[src/rtl/turbo_pkg.sv]
// turbo_pkg: shared constants and types for the rate-1/3 turbo encoder.
package turbo_pkg;
    localparam int K_DEF = 40;
    localparam int F1_DEF = 3;
    localparam int F2_DEF = 10;
    localparam int TAIL_LEN = 3;
    localparam logic [3:0] FB_TAPS = 4'o13;
    localparam logic [3:0] PAR_TAPS = 4'o15;
    typedef enum logic [1:0] {LOAD, ENC, TAIL1, TAIL2} state_e;
endpackage

[src/rtl/turbo_encode_if.sv]
// turbo_encode_if: serial bit input and triple output handshakes of the turbo encoder.
interface turbo_encode_if;
    logic in_valid;
    logic in_ready;
    logic in_bit;
    logic out_valid;
    logic out_ready;
    logic out_sys;
    logic out_p1;
    logic out_p2;
    logic out_last;
    logic busy;
    modport master (
        output in_valid, in_bit, out_ready,
        input  in_ready, out_valid, out_sys, out_p1, out_p2, out_last, busy
    );
    modport slave (
        input  in_valid, in_bit, out_ready,
        output in_ready, out_valid, out_sys, out_p1, out_p2, out_last, busy
    );
endinterface

[src/rtl/turbo_encode_rsc.sv]
// rsc_enc: 8-state recursive systematic convolutional encoder (feedback 13, parity 15).
// In tail mode the input is replaced by the feedback so the state drains to zero.
module rsc_enc
    import turbo_pkg::*;
(
    input  logic clk,
    input  logic rst,
    input  logic en_i,
    input  logic term_i,
    input  logic clr_i,
    input  logic u_i,
    output logic sys_o,
    output logic z_o
);
    logic [2:0] s_q;
    logic       fb;
    logic       a;

    // s_q = {d1, d2, d3}
    always_comb begin
        fb    = ^(s_q & FB_TAPS[2:0]);
        sys_o = term_i ? fb : u_i;
        a     = sys_o ^ fb;
        z_o   = a ^ ^(s_q & PAR_TAPS[2:0]);
    end

    always_ff @(posedge clk) begin
        if (!rst || clr_i)
            s_q <= '0;
        else if (en_i)
            s_q <= {a, s_q[2:1]};
    end
endmodule

[src/rtl/turbo_encode.sv]
// turbo_encode: rate-1/3 turbo encoder with single block buffer and QPP interleaver.
// The output register holds the triple of the step already applied to the RSC states.
module turbo_encode
    import turbo_pkg::*;
#(
    parameter int K  = K_DEF,
    parameter int F1 = F1_DEF,
    parameter int F2 = F2_DEF
) (
    input logic           clk,
    input logic           rst,
    turbo_encode_if.slave bus_if
);
    localparam int AW = $clog2(K);
    localparam int W  = AW + 1;
    localparam logic [W-1:0] G0 = W'((F1 + F2) % K);
    localparam logic [W-1:0] DG = W'((2 * F2) % K);
    localparam logic [W-1:0] KW = W'(K);
    localparam logic [W-1:0] KL = W'(K - 1);
    localparam logic [W-1:0] TL = W'(TAIL_LEN - 1);

    state_e         st_q;
    state_e         nst;
    logic [W-1:0]   cnt_q;
    logic [W-1:0]   k_q;
    logic [W-1:0]   nk;
    logic [W-1:0]   pi_q;
    logic [W-1:0]   g_q;
    logic [W-1:0]   pi_sum;
    logic [W-1:0]   g_sum;
    logic [W-1:0]   pi_d;
    logic [W-1:0]   g_d;
    logic [K-1:0]   mem_q;
    logic           accept;
    logic           fire;
    logic           done;
    logic           step;
    logic           ov_q;
    logic           sys_q;
    logic           p1_q;
    logic           p2_q;
    logic           last_q;
    logic           u1;
    logic           u2;
    logic           sys1;
    logic           sys2;
    logic           z1;
    logic           z2;

    assign accept = bus_if.in_valid && st_q == LOAD;
    assign fire   = ov_q && bus_if.out_ready;
    assign done   = fire && st_q == TAIL2 && k_q == TL;
    assign step   = (accept && cnt_q == KL) || (fire && !done);

    // Phase and index of the step about to be computed
    always_comb begin
        nst = st_q;
        nk  = k_q + 1'b1;
        if (st_q == LOAD) begin
            nst = ENC;
            nk  = '0;
        end else if (st_q == ENC && k_q == KL) begin
            nst = TAIL1;
            nk  = '0;
        end else if (st_q == TAIL1 && k_q == TL) begin
            nst = TAIL2;
            nk  = '0;
        end
    end

    always_comb begin
        pi_sum = pi_q + g_q;
        g_sum  = g_q + DG;
        pi_d   = pi_sum >= KW ? pi_sum - KW : pi_sum;
        g_d    = g_sum >= KW ? g_sum - KW : g_sum;
        u1     = mem_q[nk[AW-1:0]];
        u2     = mem_q[pi_q[AW-1:0]];
    end

    rsc_enc u_rsc1 (
        .clk    (clk),
        .rst    (rst),
        .en_i   (step && nst != TAIL2),
        .term_i (nst == TAIL1),
        .clr_i  (st_q == LOAD && !step),
        .u_i    (u1),
        .sys_o  (sys1),
        .z_o    (z1)
    );

    rsc_enc u_rsc2 (
        .clk    (clk),
        .rst    (rst),
        .en_i   (step && nst != TAIL1),
        .term_i (nst == TAIL2),
        .clr_i  (st_q == LOAD && !step),
        .u_i    (u2),
        .sys_o  (sys2),
        .z_o    (z2)
    );

    always_ff @(posedge clk) begin
        if (accept)
            mem_q[cnt_q[AW-1:0]] <= bus_if.in_bit;
    end

    always_ff @(posedge clk) begin
        if (!rst) begin
            st_q   <= LOAD;
            cnt_q  <= '0;
            k_q    <= '0;
            pi_q   <= '0;
            g_q    <= G0;
            ov_q   <= 1'b0;
            sys_q  <= 1'b0;
            p1_q   <= 1'b0;
            p2_q   <= 1'b0;
            last_q <= 1'b0;
        end else begin
            if (accept)
                cnt_q <= cnt_q == KL ? '0 : cnt_q + 1'b1;
            if (step) begin
                st_q   <= nst;
                k_q    <= nk;
                ov_q   <= 1'b1;
                sys_q  <= nst == TAIL2 ? sys2 : sys1;
                p1_q   <= nst == TAIL2 ? 1'b0 : z1;
                p2_q   <= nst == TAIL1 ? 1'b0 : z2;
                last_q <= nst == TAIL2 && nk == TL;
            end else if (done) begin
                st_q   <= LOAD;
                k_q    <= '0;
                ov_q   <= 1'b0;
                sys_q  <= 1'b0;
                p1_q   <= 1'b0;
                p2_q   <= 1'b0;
                last_q <= 1'b0;
            end
            // Interleaver recursion is re-armed every idle LOAD cycle
            if (step && nst == ENC) begin
                pi_q <= pi_d;
                g_q  <= g_d;
            end else if (st_q == LOAD) begin
                pi_q <= '0;
                g_q  <= G0;
            end
        end
    end

    assign bus_if.in_ready  = st_q == LOAD;
    assign bus_if.busy      = st_q != LOAD;
    assign bus_if.out_valid = ov_q;
    assign bus_if.out_sys   = sys_q;
    assign bus_if.out_p1    = p1_q;
    assign bus_if.out_p2    = p2_q;
    assign bus_if.out_last  = last_q;
endmodule

[src/flat_wrapper.sv]
// flat-port wrapper written by rule: the top's interface ports become plain ports
module turbo_encode_flat import turbo_pkg::*;
#(
    parameter int K  = K_DEF,
    parameter int F1 = F1_DEF,
    parameter int F2 = F2_DEF
)
  (clk, rst, bus_if_in_valid, bus_if_in_bit, bus_if_out_ready, bus_if_in_ready, bus_if_out_valid, bus_if_out_sys, bus_if_out_p1, bus_if_out_p2, bus_if_out_last, bus_if_busy);
  turbo_encode_if bus_if_i ();
  input logic clk;
  input logic rst;
  input wire logic [$bits(bus_if_i.in_valid)-1:0] bus_if_in_valid;
  input wire logic [$bits(bus_if_i.in_bit)-1:0] bus_if_in_bit;
  input wire logic [$bits(bus_if_i.out_ready)-1:0] bus_if_out_ready;
  output wire logic [$bits(bus_if_i.in_ready)-1:0] bus_if_in_ready;
  output wire logic [$bits(bus_if_i.out_valid)-1:0] bus_if_out_valid;
  output wire logic [$bits(bus_if_i.out_sys)-1:0] bus_if_out_sys;
  output wire logic [$bits(bus_if_i.out_p1)-1:0] bus_if_out_p1;
  output wire logic [$bits(bus_if_i.out_p2)-1:0] bus_if_out_p2;
  output wire logic [$bits(bus_if_i.out_last)-1:0] bus_if_out_last;
  output wire logic [$bits(bus_if_i.busy)-1:0] bus_if_busy;
  assign bus_if_i.in_valid = bus_if_in_valid;
  assign bus_if_i.in_bit = bus_if_in_bit;
  assign bus_if_i.out_ready = bus_if_out_ready;
  assign bus_if_in_ready = bus_if_i.in_ready;
  assign bus_if_out_valid = bus_if_i.out_valid;
  assign bus_if_out_sys = bus_if_i.out_sys;
  assign bus_if_out_p1 = bus_if_i.out_p1;
  assign bus_if_out_p2 = bus_if_i.out_p2;
  assign bus_if_out_last = bus_if_i.out_last;
  assign bus_if_busy = bus_if_i.busy;
  turbo_encode #(.K(K), .F1(F1), .F2(F2)) u_core (.clk(clk), .rst(rst), .bus_if(bus_if_i));
endmodule
[config.mk]
export PLATFORM = sky130hd
export DESIGN_NAME = turbo_encode_flat
export DESIGN_NICKNAME = d
export VERILOG_FILES = /design/src/rtl/turbo_pkg.sv /design/src/rtl/turbo_encode_if.sv /design/src/rtl/turbo_encode_rsc.sv /design/src/rtl/turbo_encode.sv /design/src/flat_wrapper.sv
export SDC_FILE = /design/constraint.sdc
export NUM_CORES = 1
export LEC_CHECK = 0
export ABC_AREA = 1
export CAP_MARGIN = 10
export CORE_MARGIN = 3
export CORE_UTILIZATION = 45
export DETAILED_ROUTE_END_ITERATION = 7
export PLACE_DENSITY_LB_ADDON = 0.25
export SLEW_MARGIN = 20
export SYNTH_ARGS = -nofsm -noshare
export SYNTH_HDL_FRONTEND = slang
export SYNTH_SLANG_ARGS = --single-unit
[constraint.sdc]
create_clock -name clk -period 2.8 [get_ports clk]
set_input_delay 0.42 -clock clk [delete_from_list [all_inputs] [get_ports clk]]
set_output_delay 0.42 -clock clk [all_outputs]
set_load 0.01 [all_outputs]
* Yosys cells after proc, flatten, opt, wreduce, memory -nomap -nowiden *
Index checks and enable logic that the tools add are counted.

storage, ports and cells
  register bits after elaboration = 81
  latch bits = 0
  memory bits (writable) = 0
  memory bits (read-only) = 0
  bits of input ports = 5
  output and inout bits = 7
  memories kept = 0

cells by class
  add/sub/neg operators = 6
  multipliers = 0
  divide/modulo/power cells = 0
  magnitude comparators = 6
  equal/unequal tests = 12
  shift-type cells = 0
  mux-type cells = 35
  bitwise gates (word level) = 4
  reductions and logical operators = 27

operator list
  cell                                                                                  count
  7-bit 2-to-1 mux                                                                      12
  40-bit bitwise mux                                                                    1
  6-bit by 7-bit < comparator with 1-bit output (second input constant)                 3
  7-bit by 1-bit adder with 7-bit output (second input constant)                        2
  7-bit by 2-bit equality test with 1-bit output (second input constant)                2
  7-bit by 6-bit equality test with 1-bit output (second input constant)                2
  7-bit by 6-bit greater-or-equal comparator with 1-bit output (second input constant)  2
  1-bit logical AND                                                                     14
  1-bit 2-to-1 mux                                                                      14
  7-bit by 6-bit subtractor with 7-bit output (second input constant)                   2
  1-bit binary-select mux with 6-bit select                                             2
  3-bit parity                                                                          4
  2-bit 2-to-1 mux                                                                      5
  2-bit equality test (second input constant)                                           4
  7-bit by 5-bit adder with 7-bit output (second input constant)                        1
  7-bit adder                                                                           1
  1-bit demux with 6-bit select                                                         1
  6-bit by 1-bit greater-or-equal comparator with 1-bit output (second input constant)  1
  2-bit nonzero test                                                                    3
  2-bit by 1-bit equality test with 1-bit output (second input constant)                2
  2-bit != test (second input constant)                                                 2
  1-bit XOR                                                                             4
  1-bit zero test                                                                       3
  2-bit zero test                                                                       1
  1-bit logical OR                                                                      2

* Longest topological paths before layout *
  depth in word-level cells = 12
  mapped depth = 19
  depth with buffers taken out = 19

* By module *
A second synthesis with hierarchy kept.

second synthesis, totals
  cell total of the unflattened synthesis = 615
  area, all modules = 4703.3 µm²

modules (own cells, without submodules)
  module        times used  cells an instance  area an instance (µm²)
  turbo_encode  1           553                4302.9
  rsc_enc       2           31                 200.2

* Worst setup path before layout *
No wires, ideal clock.

  kind = register to register
  from = register u_core.k_q[0]
  to = register u_core.p1_q, in the netlist u_core.bus_if.out_p1
  setup time = 0.068 ns
  arrival = 2.099 ns
  path slack = 0.633 ns
  cell stages (with the launch flop) = 19
  buffers on the path = 1
  clock period less this slack = 2.167 ns
  cells stage by stage = dfxtp_1 > ha_1 > nand2_2 > nor2_2 > nand2_4 > nand3_4 > buf_6 > nand2_1 > nand3_1 > nand3_1 > nand2_1 > nand2_1 > a21oi_2 > nand3_2 > nand3_2 > nand2_1 > nand2_1 > nand3_1 > a21oi_2

on the way
  word-level cells in the longest chain between the ends = 12
  elaborated cells on any way between the ends = 25

ends and longest elaborated chain
  element                                                                          line                 text
  from (decl)                                                                      turbo_encode.sv:25   logic [W-1:0] k_q;
  from (signal assigned)                                                           turbo_encode.sv:124  k_q <= nk;
  branches (longest 12 deep; another with 7-bit by 1-bit adder with 7-bit output)  -
  to (signal assigned)                                                             turbo_encode.sv:127  p1_q <= nst == TAIL2 ? 1'b0 : z1;
  to (decl)                                                                        turbo_encode.sv:40   logic p1_q;

Several ways; the timed one is not identified. The select of a mux whose other input is x is not followed.
A chain may end at the register's enable or synchronous reset.

* Final worst setup path *
Ends and elaborated chain as after synthesis.

==> metrics.md <==
| Metric | Value |
|---|---|
| Status | `complete, no violations` |
| TritonCTS buffer count | `9` |
| Max stage delay on crit path | `0.44 ns` |
| Clock sinks | `80` |
| Final cell count without fillers | `about 770` |
| Final Cell Area | `5170 um2` |
| IO Count | `12` |
| Top Usage Layer GRT | `met2` |
| Worst path most repeated cell | `nand2_1` |
| WS Path Type | `reg2reg` |
| N_diodes | `0` |
| #FFs+latches synth | `80` |
| Remaining DRCs | `0` |
| Placed wire-length estimate | `~8400 um` |
| Final Setup Violations | `0` |
| Max clock buf depth | `2` |
| Rel. slew slack | `about half` |
| Met1 Use GR | `between 20% and 30%` |
| Worst Setup End Kind | `register` |
| Post-route setup TNS | `0 ns` |
| Worst Path Required | `3.09 ns` |
| Fin util | `52.0%` |
| Syn Nets | `633` |
| Hold_ws | `0.467 ns` |
| Layout Nets | `about 650` |
| Largest net degree at the start of global routing | `slightly above 40` |
| Cell accounting for the most synthesized area | `edfxtp_1` |
| Met3 GRT Util | `3.40%` |
| Port Buffers | `11` |
| Dpl cell area | `4920 um2` |
| Vias/cell | `~5.5` |
| Register area share after synthesis | `a little over two fifths` |
| Max-slew violations | `0` |
| Power per cell area | `approximately 420 nW/um2` |
| Ranking of synthesized cells by area | `edfxtp_1, dfxtp_1, nand2_1, nand3_1, nor2_1` |
| Final Hold Violating Endpoints | `0` |
| Clock Pin Slew Worst Setup and Hold Paths | `around 0.09 ns` |
| Commonest non-fill, non-tap cell in the layout | `nand2_1` |
| Overflow after GRT | `0` |
| Gr usage total | `between 20% and 30%` |
| Worst-Margin Slew | `just over 0.7 ns` |
| M2 GR Usage | `33.2%` |
| Crit path cell chain | `ha_1 > nand2_2 > nor2_4 > nand2_8 > nand3_2 > nor2_4 > buf_2 > nand3_1 > nand3_1 > nand2_1 > nand2_1 > a21oi_2 > nand3_2 > nand3_2 > nand2_1 > nand2_1 > nand3_1 > a21oi_2` |
| Max-cap violations | `0` |
| CP Max Fanout | `24` |
| Unique masters post-synth | `43` |
| Drt wl/cell | `14.8 um` |
| Final ANT Viol Nets | `0` |
| Arr. time, crit path | `roughly 2.9 ns` |
| Core box area | `around 10000 um2` |
| CP max stage cell | `dfxtp_2` |
| GPL Wtd Cong | `0.884` |
| Startpoint Class | `register` |
| Full die area | `roughly 12000 um2` |
| # rows | `36` |
| Clk root buf | `clkbuf_8` |
| Starting density of the core | `between 40% and 50%` |
| Layout area overhead | `10.3%` |
| Share of cells above drive strength 1 | `8.96%` |
| Period utilisation layout | `between 90% and 100%` |
| Iteration-0 DRC Markers | `roughly 480` |
| Leakage | `1.97 nW` |
| Worst-Skew Late Latency | `between 0.3 and 0.4 ns` |
| Initial antenna violation count | `0` |
| Vias in the first global route | `around 4000` |
| Post-Syn Instances | `~620` |
| Syn. warnings | `0` |
| Worst vdd ir | `between 0.3 and 0.4 mV` |
| Die Ht | `108 um` |
| Via Count | `roughly 4200` |
| Yosys top cell area share | `between 20% and 30%` |
| Placed cells | `around 750` |
| Syn Area/Cell | `7.63 um2` |
| DRT Wirelength | `between 10000 and 15000 um` |
| Tmin final | `2.55 ns` |
| Commonest non-fill, non-tap cells in the layout | `nand2_1, nor2_1, nand3_1` |
| Die Wd | `approximately 110 um` |
| H-tree levels | `3` |
| Clock Skew | `0.00629 ns` |
| CTS tree | `done` |
| 1st-pass router iterations | `6` |
| Hold crit path type | `reg2reg` |
| Fmax | `approximately 400 MHz` |
| Global-route wire length before repair | `between 15000 and 20000 um` |
| Mapped Area | `4690 um2` |
| CTS Hold Buffers Added | `0` |
-- state kept, by name (all words and copies together) (netlist names), 2 cells and up --
name	cells
u_core.cnt_q	7
u_core.g_q	6
u_core.k_q	7
u_core.mem_q	40
u_core.pi_q	7
u_core.st_q	2
u_core.u_rsc1.s_q	3
u_core.u_rsc2.s_q	3
-- repair_timing --
item,in CTS,in global routing
setup buffers,0,3
resized for setup,0,5
endpoints found under the setup margin,0,4
-- final timing paths --
| path | slack (ns) | endpoint | from | cells after the start |
|---|---|---|---|---|
| worst min-delay path | 0.47 | u_core.bus_if.out_p2 | u_core.bus_if.out_p2 | 2 |
| worst max register to register | 0.25 | u_core.bus_if.out_p1 | u_core.k_q[0] | 18 |
| worst max-delay path | 0.25 | u_core.bus_if.out_p1 | u_core.k_q[0] | 18 |
| worst min register to register | 0.47 | u_core.bus_if.out_p2 | u_core.bus_if.out_p2 | 2 |
-- logic make-up after synthesis --
group / synth area share, %
and+or+nand+nor: 33.3
adders and majority gates: 3.47
xor gates and xnor gates: 3.36
AOI/OAI and AO/OA: 9.79
DFF: 42.7
buffers and inverters: 7.39
-- power by group --
| part | total, mW | leakage (nW) | internal [mW] | switching (mW) |
|---|---|---|---|---|
| sequential | 1.24 | 0.683 | 1.23 | 0.00485 |
| combinational | 0.0587 | 1.19 | 0.0178 | 0.0409 |
| clock | 0.867 | 0.100 | 0.420 | 0.447 |
-- per-layer routing --
layer	share of wire [%]	routed length [um]
met1	46	5290
met2	47	5300
met5	0	0
met4	2.4	277
met3	4.6	527
-- worst max-delay path, delay by kind of cell, from the launching register on --
kind | cells | cell delay, ns
flip-flops | 1 | 0.44
adder cells (fa/ha/maj) | 1 | 0.21
AO/OA/AOI/OAI | 2 | 0.29
AND/OR/NAND/NOR | 14 | 1.38
buffers and inverters | 1 | 0.16
-- final cells by class --
class,count,area (um2)
clock buffers,9,124
inverters,62,233
flip-flops and latches,80,2000
repair buffers,23,198
clock inverters,7,77.6
well taps,133,166
multi-input cells,455,2370
fillers,994,4780
-- through the flow --
step / setup slack, ns / total power [mW]
detailed placement: 0.0369 / 1.32
global placement: 0.0961 / 1.32
finish: 0.246 / 2.16
CTS: 0.0193 / 2.18
floorplan: 0.633 / 1.29
global route: -0.00897 / 2.23
-- Yosys cell counts --
master / count
nand2_1: 132
a21o_1: 1
and2_1: 1
nand2_4: 1
clkbuf_1: 7
inv_2: 9
nor4_1: 1
edfxtp_1: 40
a31oi_1: 1
buf_6: 4
o22ai_1: 2
buf_2: 7
dfxtp_1: 40
o21ai_1: 2
clkinv_1: 2
inv_1: 51
nand3_2: 4
buf_4: 1
nor2_1: 86
nor3_1: 5
ha_1: 13
nand4_4: 1
a221oi_1: 1
nand4_1: 27
o211ai_1: 4
nor2_2: 3
nor2_4: 2
nand3b_1: 1
xnor2_1: 5
o21ai_0: 21
o41ai_1: 1
o21bai_1: 1
a211oi_1: 3
xor2_1: 13
nor2_8: 1
a31o_2: 1
a21oi_1: 41
a311oi_1: 1
nand3_1: 72
nor3b_1: 1
nand2_2: 2
nand3_4: 1
a21oi_2: 2
Note: power is estimated with default switching activity, not from simulation.
